[src/rtl/kgp_alu_pkg.sv]
// kgp_alu_pkg: op codes, flag bit positions and FSM states shared by the ALU pipeline
package kgp_alu_pkg;
  localparam logic [3:0] OP_XOR  = 4'd0;
  localparam logic [3:0] OP_AND  = 4'd1;
  localparam logic [3:0] OP_COMP = 4'd2;
  localparam logic [3:0] OP_ADD  = 4'd3;
  localparam logic [3:0] OP_SUB  = 4'd4;
  localparam logic [3:0] OP_SHLL = 4'd5;
  localparam logic [3:0] OP_SHRL = 4'd6;
  localparam logic [3:0] OP_SHRA = 4'd7;
  localparam logic [3:0] OP_MUL  = 4'd8;
  localparam int FLG_C = 0;
  localparam int FLG_Z = 1;
  localparam int FLG_S = 2;
  localparam int FLG_V = 3;
  typedef enum logic [1:0] {ST_IDLE, ST_MUL, ST_HOLD} state_t;
endpackage

[src/rtl/alu_mul_iter.sv]
// alu_mul_iter: shift-add multiplier, one multiplier bit per cycle, WIDTH cycles from start to done
module alu_mul_iter #(
  parameter int WIDTH = 32
) (
  input  logic             clk,
  input  logic             rst_n,
  input  logic             abort,
  input  logic             start,
  input  logic [WIDTH-1:0] a,
  input  logic [WIDTH-1:0] b,
  output logic             done,
  output logic [WIDTH-1:0] lo,
  output logic             hi_nonzero
);
  localparam int CW = $clog2(WIDTH);
  logic             busy;
  logic [CW-1:0]    cnt;
  logic [2*WIDTH-1:0] acc, mcand, nxt;
  logic [WIDTH-1:0] mplier;
  // bit 0 is folded into the start edge, so done marks the cycle computing the last bit
  assign nxt        = acc + (mplier[0] ? mcand : '0);
  assign done       = busy && cnt == CW'(WIDTH - 2);
  assign lo         = nxt[WIDTH-1:0];
  assign hi_nonzero = |nxt[2*WIDTH-1:WIDTH];
  // accumulate one partial product per cycle while busy
  always_ff @(posedge clk or negedge rst_n) begin
    if (!rst_n) begin
      busy   <= 1'b0;
      cnt    <= '0;
      acc    <= '0;
      mcand  <= '0;
      mplier <= '0;
    end else if (abort) begin
      busy <= 1'b0;
    end else if (start) begin
      busy   <= 1'b1;
      cnt    <= '0;
      acc    <= b[0] ? {{WIDTH{1'b0}}, a} : '0;
      mcand  <= {{(WIDTH-1){1'b0}}, a, 1'b0};
      mplier <= b >> 1;
    end else if (busy) begin
      acc    <= nxt;
      mcand  <= mcand << 1;
      mplier <= mplier >> 1;
      cnt    <= cnt + 1'b1;
      busy   <= !done;
    end
  end
endmodule

[src/rtl/alu_pipe.sv]
// alu_pipe: registered ALU with valid/ready handshake, iterative multiply, flush and sticky overflow
module alu_pipe
  import kgp_alu_pkg::*;
#(
  parameter int WIDTH = 32,
  parameter int TAG_W = 5
) (
  input  logic             clk,
  input  logic             rst_n,
  input  logic             flush,
  input  logic             in_valid,
  output logic             in_ready,
  input  logic [3:0]       in_op,
  input  logic [WIDTH-1:0] in_a,
  input  logic [WIDTH-1:0] in_b,
  input  logic [TAG_W-1:0] in_tag,
  output logic             out_valid,
  input  logic             out_ready,
  output logic [WIDTH-1:0] out_res,
  output logic [TAG_W-1:0] out_tag,
  output logic [3:0]       out_flags,
  output logic             ovf_sticky,
  input  logic             clr_sticky
);
  localparam int SW = $clog2(WIDTH);
  state_t           state;
  logic [WIDTH-1:0] bb, res, sra;
  logic [WIDTH:0]   sum;
  logic [3:0]       flg;
  logic [SW-1:0]    sh;
  logic             big, arith, sub, accept, start, consume;
  logic             mul_done, mul_hnz;
  logic [WIDTH-1:0] mul_lo;
  logic [TAG_W-1:0] mtag;
  assign in_ready = rst_n && (state == ST_IDLE || (state == ST_HOLD && out_ready));
  assign accept   = in_valid && in_ready && !flush;
  assign start    = accept && in_op == OP_MUL;
  assign consume  = out_valid && out_ready && !flush;
  // single-cycle datapath; shift amounts of WIDTH or more saturate
  always_comb begin
    sub   = in_op == OP_SUB;
    arith = in_op == OP_ADD || sub;
    bb    = sub ? ~in_b : in_b;
    sum   = {1'b0, in_a} + {1'b0, bb} + {{WIDTH{1'b0}}, sub};
    big   = (in_b >> SW) != '0;
    sh    = in_b[SW-1:0];
    sra   = $signed(in_a) >>> sh;
    res   = in_op == OP_XOR  ? in_a ^ in_b :
            in_op == OP_AND  ? in_a & in_b :
            in_op == OP_COMP ? ~in_b :
            arith            ? sum[WIDTH-1:0] :
            in_op == OP_SHLL ? (big ? '0 : in_a << sh) :
            in_op == OP_SHRL ? (big ? '0 : in_a >> sh) :
            in_op == OP_SHRA ? (big ? {WIDTH{in_a[WIDTH-1]}} : sra) : '0;
    flg        = '0;
    flg[FLG_C] = arith && sum[WIDTH];
    flg[FLG_V] = arith && (in_a[WIDTH-1] ^ bb[WIDTH-1] ^ sum[WIDTH-1] ^ sum[WIDTH]);
    flg[FLG_Z] = in_op < OP_MUL && res == '0;
    flg[FLG_S] = in_op < OP_MUL && res[WIDTH-1];
  end
  alu_mul_iter #(.WIDTH(WIDTH)) u_mul (
    .clk(clk), .rst_n(rst_n), .abort(flush), .start(start), .a(in_a), .b(in_b),
    .done(mul_done), .lo(mul_lo), .hi_nonzero(mul_hnz)
  );
  // control FSM and output register; flush beats accept and consume
  always_ff @(posedge clk or negedge rst_n) begin
    if (!rst_n) begin
      state     <= ST_IDLE;
      out_valid <= 1'b0;
      out_res   <= '0;
      out_tag   <= '0;
      out_flags <= '0;
      mtag      <= '0;
    end else if (flush) begin
      state     <= ST_IDLE;
      out_valid <= 1'b0;
    end else if (state == ST_MUL) begin
      if (mul_done) begin
        state     <= ST_HOLD;
        out_valid <= 1'b1;
        out_res   <= mul_lo;
        out_tag   <= mtag;
        out_flags <= {mul_hnz, mul_lo[WIDTH-1], mul_lo == '0, 1'b0};
      end
    end else if (start) begin
      state     <= ST_MUL;
      out_valid <= 1'b0;
      mtag      <= in_tag;
    end else if (accept) begin
      state     <= ST_HOLD;
      out_valid <= 1'b1;
      out_res   <= res;
      out_tag   <= in_tag;
      out_flags <= flg;
    end else if (consume) begin
      state     <= ST_IDLE;
      out_valid <= 1'b0;
    end
  end
  // sticky overflow: set on consume of a V result, set beats clear, frozen during flush
  always_ff @(posedge clk or negedge rst_n) begin
    if (!rst_n) ovf_sticky <= 1'b0;
    else if (!flush) ovf_sticky <= (consume && out_flags[FLG_V]) ? 1'b1 : clr_sticky ? 1'b0 : ovf_sticky;
  end
endmodule

[config.mk]
export PLATFORM = sky130hd
export DESIGN_NAME = alu_pipe
export DESIGN_NICKNAME = d
export VERILOG_FILES = /design/src/rtl/kgp_alu_pkg.sv /design/src/rtl/alu_mul_iter.sv /design/src/rtl/alu_pipe.sv
export SDC_FILE = /design/constraint.sdc
export NUM_CORES = 1
export LEC_CHECK = 0
export ABC_AREA = 1
export CORE_MARGIN = 2
export CORE_UTILIZATION = 62
export CTS_CLUSTER_DIAMETER = 80
export DETAILED_ROUTE_END_ITERATION = 8
export GPL_ROUTABILITY_DRIVEN = 0
export PLACE_DENSITY = 0.79
export SLEW_MARGIN = 10
export SYNTH_ARGS = -nofsm -noshare
export SYNTH_HDL_FRONTEND = slang
export SYNTH_SLANG_ARGS = --single-unit
[constraint.sdc]
create_clock -name clk -period 3.46 [get_ports clk]
set_clock_uncertainty 0.1 [all_clocks]
set_input_delay 1.038 -clock clk [delete_from_list [all_inputs] [get_ports clk]]
set_output_delay 1.038 -clock clk [all_outputs]
set_load 0.005 [all_outputs]
==> results of run 1 <==
## Yosys cell counts, types with 4 or more instances
cell and count:
sky130_fd_sc_hd__inv_2 9, sky130_fd_sc_hd__a21o_1 14, sky130_fd_sc_hd__buf_1 22, sky130_fd_sc_hd__inv_1 386, sky130_fd_sc_hd__o21ai_0 179, sky130_fd_sc_hd__a31oi_1 11, sky130_fd_sc_hd__nand4_1 58, sky130_fd_sc_hd__o21a_1 9
sky130_fd_sc_hd__nor2_1 364, sky130_fd_sc_hd__xor2_1 64, sky130_fd_sc_hd__nand2_2 7, sky130_fd_sc_hd__o22ai_1 31, sky130_fd_sc_hd__nor4_1 4, sky130_fd_sc_hd__o221ai_1 49, sky130_fd_sc_hd__nor2_2 8, sky130_fd_sc_hd__nand2_1 1081
sky130_fd_sc_hd__a211oi_1 4, sky130_fd_sc_hd__nand3_1 389, sky130_fd_sc_hd__or2_2 29, sky130_fd_sc_hd__nand3b_1 9, sky130_fd_sc_hd__a21oi_1 180, sky130_fd_sc_hd__clkbuf_1 79, sky130_fd_sc_hd__o21bai_1 19, sky130_fd_sc_hd__dfrtp_1 213
sky130_fd_sc_hd__o21ai_1 10, sky130_fd_sc_hd__a21boi_0 4, sky130_fd_sc_hd__xnor2_1 26, sky130_fd_sc_hd__a22oi_1 20, sky130_fd_sc_hd__o211ai_1 39, sky130_fd_sc_hd__buf_2 31, sky130_fd_sc_hd__nor3_1 33, sky130_fd_sc_hd__ha_1 130
## through the flow
stage	hold WS [ns]	cell area [sq um]
after floorplan	0.349	21800
after global placement	0.362	28200
after detailed placement	0.367	28200
after CTS	0.382	30100
## metal layers
metal | overflow | global-route usage [%]
met2 | 378 | 100
met4 | 186 | 89.9
met1 | 79 | 87.9
met3 | 84 | 81.9
met5 | 11 | 66.6
## repair_timing
item,CTS
gates cloned,3
buffers inserted,28
endpoints found under the setup margin,37
hold endpoints to repair,0
gates resized for setup,225
pin swaps,78
## cell families after synthesis
| family | after synthesis |
|---|---|
| fa+ha+maj | 132 |
| compound gates | 580 |
| buf+inv | 537 |
| simple gates | 1997 |
| xor+xnor | 90 |
| flops | 213 |
==> results.md, run 1 <==
- Entering global routing, the biggest net connects just over 90 pins.
- By area the synthesized netlist is led by sky130_fd_sc_hd__dfrtp_1 (25%), sky130_fd_sc_hd__nand2_1 (19%), sky130_fd_sc_hd__nand3_1 (9.0%), sky130_fd_sc_hd__ha_1 (7.5%), sky130_fd_sc_hd__inv_1 (6.7%).
- When the netlist entered floorplanning its net count stood at 3760.
- The hold-fix buffer count after cts is 0.
- After global routing the overflow that remains totals 738.
- The synthesized-area fraction occupied by xor and xnor cells is 3.62%.
- The fraction of registers with async set or reset after synthesis is 100%.
- The synthesized-area fraction occupied by and/or/nand/nor cells is 38.7%.
- The number of placed I/O pins is 123.
- The mux cell area share after synthesis is 0%.
- The number of warnings issued by yosys is 0.
- The starting density of the core is 63.0%.
- The number of cells in the design after placement is 4645.
- The number of instances in the synthesized netlist is between 3000 and 4000.
- The synthesized area per cell is 6.13 sq um.
- The count of different cell masters after synthesis is 55.
- The adder and majority cell fraction of the synthesized area is 7.66%.
- Detailed placement ended at an HPWL of roughly 75000 um.
- The maximum buffer depth of the clock tree is 3.
- The CTS root buffer is sky130_fd_sc_hd__clkbuf_16.
- At the placement stage, the worst setup path has a slack of -1.43 ns.
- The largest family of logic cells by synthesized area is simple AND/OR/NAND/NOR gates.
- The last flow stage reached is 5_1_grt.
- The total of buffers placed on input and output ports is 122.
- The portion of the post-synthesis area used by sequential elements is 24.5%.
- The critical endpoint after global-route timing repair is out_flags[1]$_DFFE_PN0P_/D.
- The row count is 68.
- The share of the synthesized area in the top cell type is 24.5%.
- The global-route total usage across every layer is 89.8%.
- In the synthesized netlist the dominant register cell turns out to be sky130_fd_sc_hd__dfrtp_1.
- The number of sinks on the clock net is 213.
- The number of enable-type register cells in the synthesized netlist is 0.
- The synthesized netlist occupies a cell area of around 22000 sq um.
- The number of buffers created by CTS is 26.
- The type of the worst endpoint after the last repair is a sequential cell input.
- After synthesis the netlist holds a flip-flop and latch count of roughly 210.
- The run stopped with a tool error.
- The complex-gate fraction of the synthesized area is about 16%.
- The vertical die dimension is roughly 190 um.
- The die is 191 um wide.
- The tool reported: "[ERROR GRT-0232] Routing congestion too high. Check the congestion heatmap in the GUI".
- In this run the number of H-tree levels came out at 1.
- sky130_fd_sc_hd__dfrtp_1 takes more of the synthesized area than any other cell.
==> inputs of run 2 (changes only) <==
Settings changed: CORE_UTILIZATION 62 to 40, CTS_CLUSTER_DIAMETER 80 to unset, PLACE_DENSITY 0.79 to unset, PLACE_DENSITY_LB_ADDON set to 0.15.
==> run 2 against run 1 <==
The flow now finishes, with violations (setup timing). Synthesized cell count stayed put. Area after synthesis stayed put.
==> results.md, run 2 <==
- In the post-synthesis netlist, the cell with the most instances is sky130_fd_sc_hd__nand2_1.
- The horizontal die dimension is 237 um.
- In this run the remaining antenna-violating nets after routing total 0.
- The clock edge transition at the registers on the reported setup and hold paths is 0.07 ns.
- The cell type with the largest total area after synthesis is sky130_fd_sc_hd__dfrtp_1.
- The minimum clock period is 3.76 ns.
- The core outline area is 53800 sq um.
- The starting density of the core is 40.4%.
- The later pin in the worst-skew pair is clocked with a latency of around 0.57 ns.
- The first-pass GRT wire length is 149000 um.
- STA classifies the critical path endpoint as a flip-flop.
- Summed over all cells, the static leakage comes to between 0.015 and 0.02 uW.
- STA classifies the critical path startpoint as an input port.
- Dividing the synthesized area by the synthesized cell count gives about 6 sq um.
- The synthesized-area fraction occupied by and/or/nand/nor cells is approximately two fifths.
- After synthesis, the most frequently instantiated cells are sky130_fd_sc_hd__nand2_1 (1081), sky130_fd_sc_hd__nand3_1 (389), sky130_fd_sc_hd__inv_1 (386).
- Measured against its own limit, the worst slew margin works out to 45.7%.
- The library cell used most frequently in the layout, excluding fill and tap cells, is sky130_fd_sc_hd__nand2_1.
- For the pin with the worst max-slew slack, the measured transition is 0.814 ns.
- The remaining design rule violation count is 0.
- The number of warnings issued by yosys is 0.
- The peak clock frequency supported by timing is 0.266 GHz.
- The number of sinks on the clock net is about 210.
- The completed layout was analyzed and its total power is 11300 uW.
- The worst-case IR drop observed on VDD is 0.326 mV.
- The most used flip-flop cell after synthesis is sky130_fd_sc_hd__dfrtp_1.
- The signed area change from the synthesized netlist to the final layout is 47.6%.
- The class of the most critical hold timing path is reg2reg.
- The mux cell area share after synthesis is 0%.
- Yosys mapped the design onto 55 distinct sky130hd cell types.
- Summed over all nets, the half-perimeter wirelength after detailed placement is 78900 um.
- By area, the combinational part of the netlist is dominated by simple AND/OR/NAND/NOR gates.
- The count of placed standard cells in the final layout, fillers left out is 5061.
- In the final layout, the share of cells above drive strength 1 is 28.1%.
- The maximum number of pins on one net before global-route repair is about 110.
- The number of hold-slack violations in the final timing report is 0.
- The final count of negative-setup-slack endpoints is 25.
- The floorplan step defined a die boundary enclosing 56300 sq um.
- The checks that failed: setup timing.
- After Yosys synthesis, XOR and XNOR cells account for 3.62% of the synthesized area.
- The worst endpoint data arrival time is approximately 4 ns.
- Synthesis inferred 213 register bits.
- The number of optimization iterations in the first detailed-route pass is 6.
- The net count of the finished layout is 4555.
- In the layout the commonest cells are sky130_fd_sc_hd__nand2_1 (992), sky130_fd_sc_hd__buf_4 (733), sky130_fd_sc_hd__inv_1 (367), sky130_fd_sc_hd__nand3_1 (359), sky130_fd_sc_hd__nor2_1 (301).
- The number of cells in the design after placement is 4974.
- The max-slew violation count was 0.
- Using the TritonRoute via totals, the vias-per-cell ratio works out to 5.52.
- The row count is 85.
- The flip-flop count of the largest register, all copies and words added is 64.
- The tool flagged a number of max-cap violations equal to 0.
- The worst-case register-to-register setup slack is -0.16 ns.
- The portion of the post-synthesis area used by sequential elements is 24.5%.
- The required time reported for the critical path endpoint is 3.81 ns.
- The number of global-route vias before repair came to 26520.
- The remaining global-route overflow is 0.
- The initial antenna violation count is 1.
- Setup repair after global routing could not meet its margin everywhere.
- Global routing used 33.9% of the available tracks across all layers.
- around 120 I/O pins were placed.
- CTS built an H-tree with a depth of 1.
- Counting flops with an async set or reset pin after synthesis yields a share of 100%.
- Summing every instance area after synthesis gives between 20000 and 25000 sq um.
- Dividing total power by cell area gives a power density of 352 nW/um^2.
- The register with the highest flop count is u_mul.acc.
- The largest registers in the layout are u_mul.acc (64), u_mul.mcand (63), out_res (32).
- Detailed routing inserted a total of 27930 vias.
- The number of clock buffers added by TritonCTS is 27.
- Of the total synthesized cell area, the portion taken by full adders, half adders and majority gates is 7.66%.
- The count of fill cells added during filler insertion is between 5000 and 6000.
- The flow ran to the end, but the final reports show violations.
- The number of enable-type register cells in the synthesized netlist is 0.
- The root buffer cell chosen for the clock tree is sky130_fd_sc_hd__clkbuf_16.
- No sink is reached through more buffers than the 3 on the longest clock path.
- In the final routed layout, each cell accounts on average for between 15 and 20 um.
- The number of instances in the synthesized netlist is approximately 3500.
- From bottom edge to top edge, the die measures between 200 and 250 um.
- Along the worst path, the maximum fanout reaches 6.
- The number of nets in the synthesized netlist is 3760.
- The final layout contains routed wiring with a total length of 99100 um.
- The TritonCTS clock tree is done.
- In the post-synthesis netlist, the biggest area contributors are sky130_fd_sc_hd__dfrtp_1 (25%), sky130_fd_sc_hd__nand2_1 (19%), sky130_fd_sc_hd__nand3_1 (9.0%), sky130_fd_sc_hd__ha_1 (7.5%), sky130_fd_sc_hd__inv_1 (6.7%).
- The final critical path takes up 109% of the cycle.
- Of the post-synthesis cell area, the dominant cell type holds about a quarter.
- The multi-input combinational cells in the finished layout cover a total of about 16000 sq um.
- The number of antenna diodes is 0.
- The type of the setup path with the least slack is in2reg.
- The area occupied by registers is around 5300 sq um.
- During placement, the flow inserted port buffers numbering between 100 and 150.
- The post-layout worst setup margin is -0.299 ns.
- The initial detailed-routing violation count is 3073.
- The synthesized netlist devotes 15.9% of its cell area to compound gates.
==> run 2: worst paths after layout <==
check,startpoint,endpoint,cells past startpoint
worst max register to register,u_mul.mplier[0],out_flags[3],24
worst min-delay path,mtag[0],mtag[0],2
worst min register to register,mtag[0],mtag[0],2
max in group asynchronous,rst_n,u_mul.mplier[0],3
min in group asynchronous,rst_n,u_mul.mcand[56],2
worst max-delay path,in_op[1],out_flags[2],28
==> run 2: stage by stage <==
stage               cell area (sq um)  worst slack, ns  TNS (ns)  utilization [%]  hold WS [ns]
global route                    32100           -0.427     -7.15             59.7         0.396
floorplan                       21800           -0.270    -0.924                -         0.349
detailed placement              29200            -1.36    -37.51             54.2         0.369
global placement                29200            -1.29    -35.92             54.2         0.362
CTS                             30800           -0.222     -1.93             57.3         0.384
finish                          32100           -0.299     -3.45             59.7         0.379
==> run 2: cells by family after synthesis <==
| family | count (synthesis) |
|---|---|
| and+or+nand+nor | 1997 |
| AOI/OAI and AO/OA | 580 |
| buffers and inverters | 537 |
| DFF | 213 |
| adders and majority gates | 132 |
| xor gates and xnor gates | 90 |
==> run 2: what timing repair did <==
action | in CTS | in global routing
resized for setup | 184 | 288
cloned | 3 | 0
hold buffers | 0 | 0
buffers inserted | 21 | 21
pin swaps | 78 | 119
endpoints found under the setup margin | 35 | 37
==> run 2: critical path, cell delays in order <==
cell                       delay (ns)
sky130_fd_sc_hd__buf_8           0.10
sky130_fd_sc_hd__nor2_4          0.11
sky130_fd_sc_hd__inv_2           0.06
sky130_fd_sc_hd__nor2_4          0.16
sky130_fd_sc_hd__buf_12          0.13
sky130_fd_sc_hd__buf_12          0.13
sky130_fd_sc_hd__buf_4           0.13
sky130_fd_sc_hd__xor2_2          0.18
sky130_fd_sc_hd__ha_4            0.25
sky130_fd_sc_hd__nand2_4         0.07
sky130_fd_sc_hd__inv_1           0.06
sky130_fd_sc_hd__a21oi_2         0.18
sky130_fd_sc_hd__nand2_2         0.09
sky130_fd_sc_hd__nand2_2         0.08
sky130_fd_sc_hd__nand2_2         0.08
sky130_fd_sc_hd__nand3_2         0.08
sky130_fd_sc_hd__nand2_2         0.09
sky130_fd_sc_hd__nand2_2         0.08
sky130_fd_sc_hd__nand2_2         0.05
sky130_fd_sc_hd__nand2_1         0.07
sky130_fd_sc_hd__nand2_1         0.05
sky130_fd_sc_hd__nand2_1         0.06
sky130_fd_sc_hd__nand3b_1        0.07
sky130_fd_sc_hd__nand2_1         0.10
sky130_fd_sc_hd__nand2_1         0.07
sky130_fd_sc_hd__nand2_1         0.06
sky130_fd_sc_hd__o211ai_1        0.26
sky130_fd_sc_hd__o21a_1          0.20
==> run 2: cell type report <==
type | count | share of cell area (%)
tap | 696 | 2.71
timing repair buffer | 904 | 23.5
clock buffer | 43 | 2.54
sequential | 213 | 16.6
clock inverter | 7 | 0.230
multi-input combinational | 2799 | 49.8
inverter | 399 | 4.71
==> run 2: routing by layer <==
| layer | GRT usage [%] | vias up | wire length (um) |
|---|---|---|---|
| met5 | 0 | - | 16 |
| met3 | 5.88 | 290 | 10100 |
| li1 | - | 13306 | - |
| met1 | 46.8 | 12943 | 41700 |
| met4 | 14.8 | 2 | 5280 |
| met2 | 52.0 | 1389 | 42000 |
==> run 2: power by group <==
group          internal, uW  switching [uW]  total [uW]
sequential             2990             327        3320
clock                  1690            1150        2840
combinational          2370            2780        5140
Power figures use the tool's default switching activity.
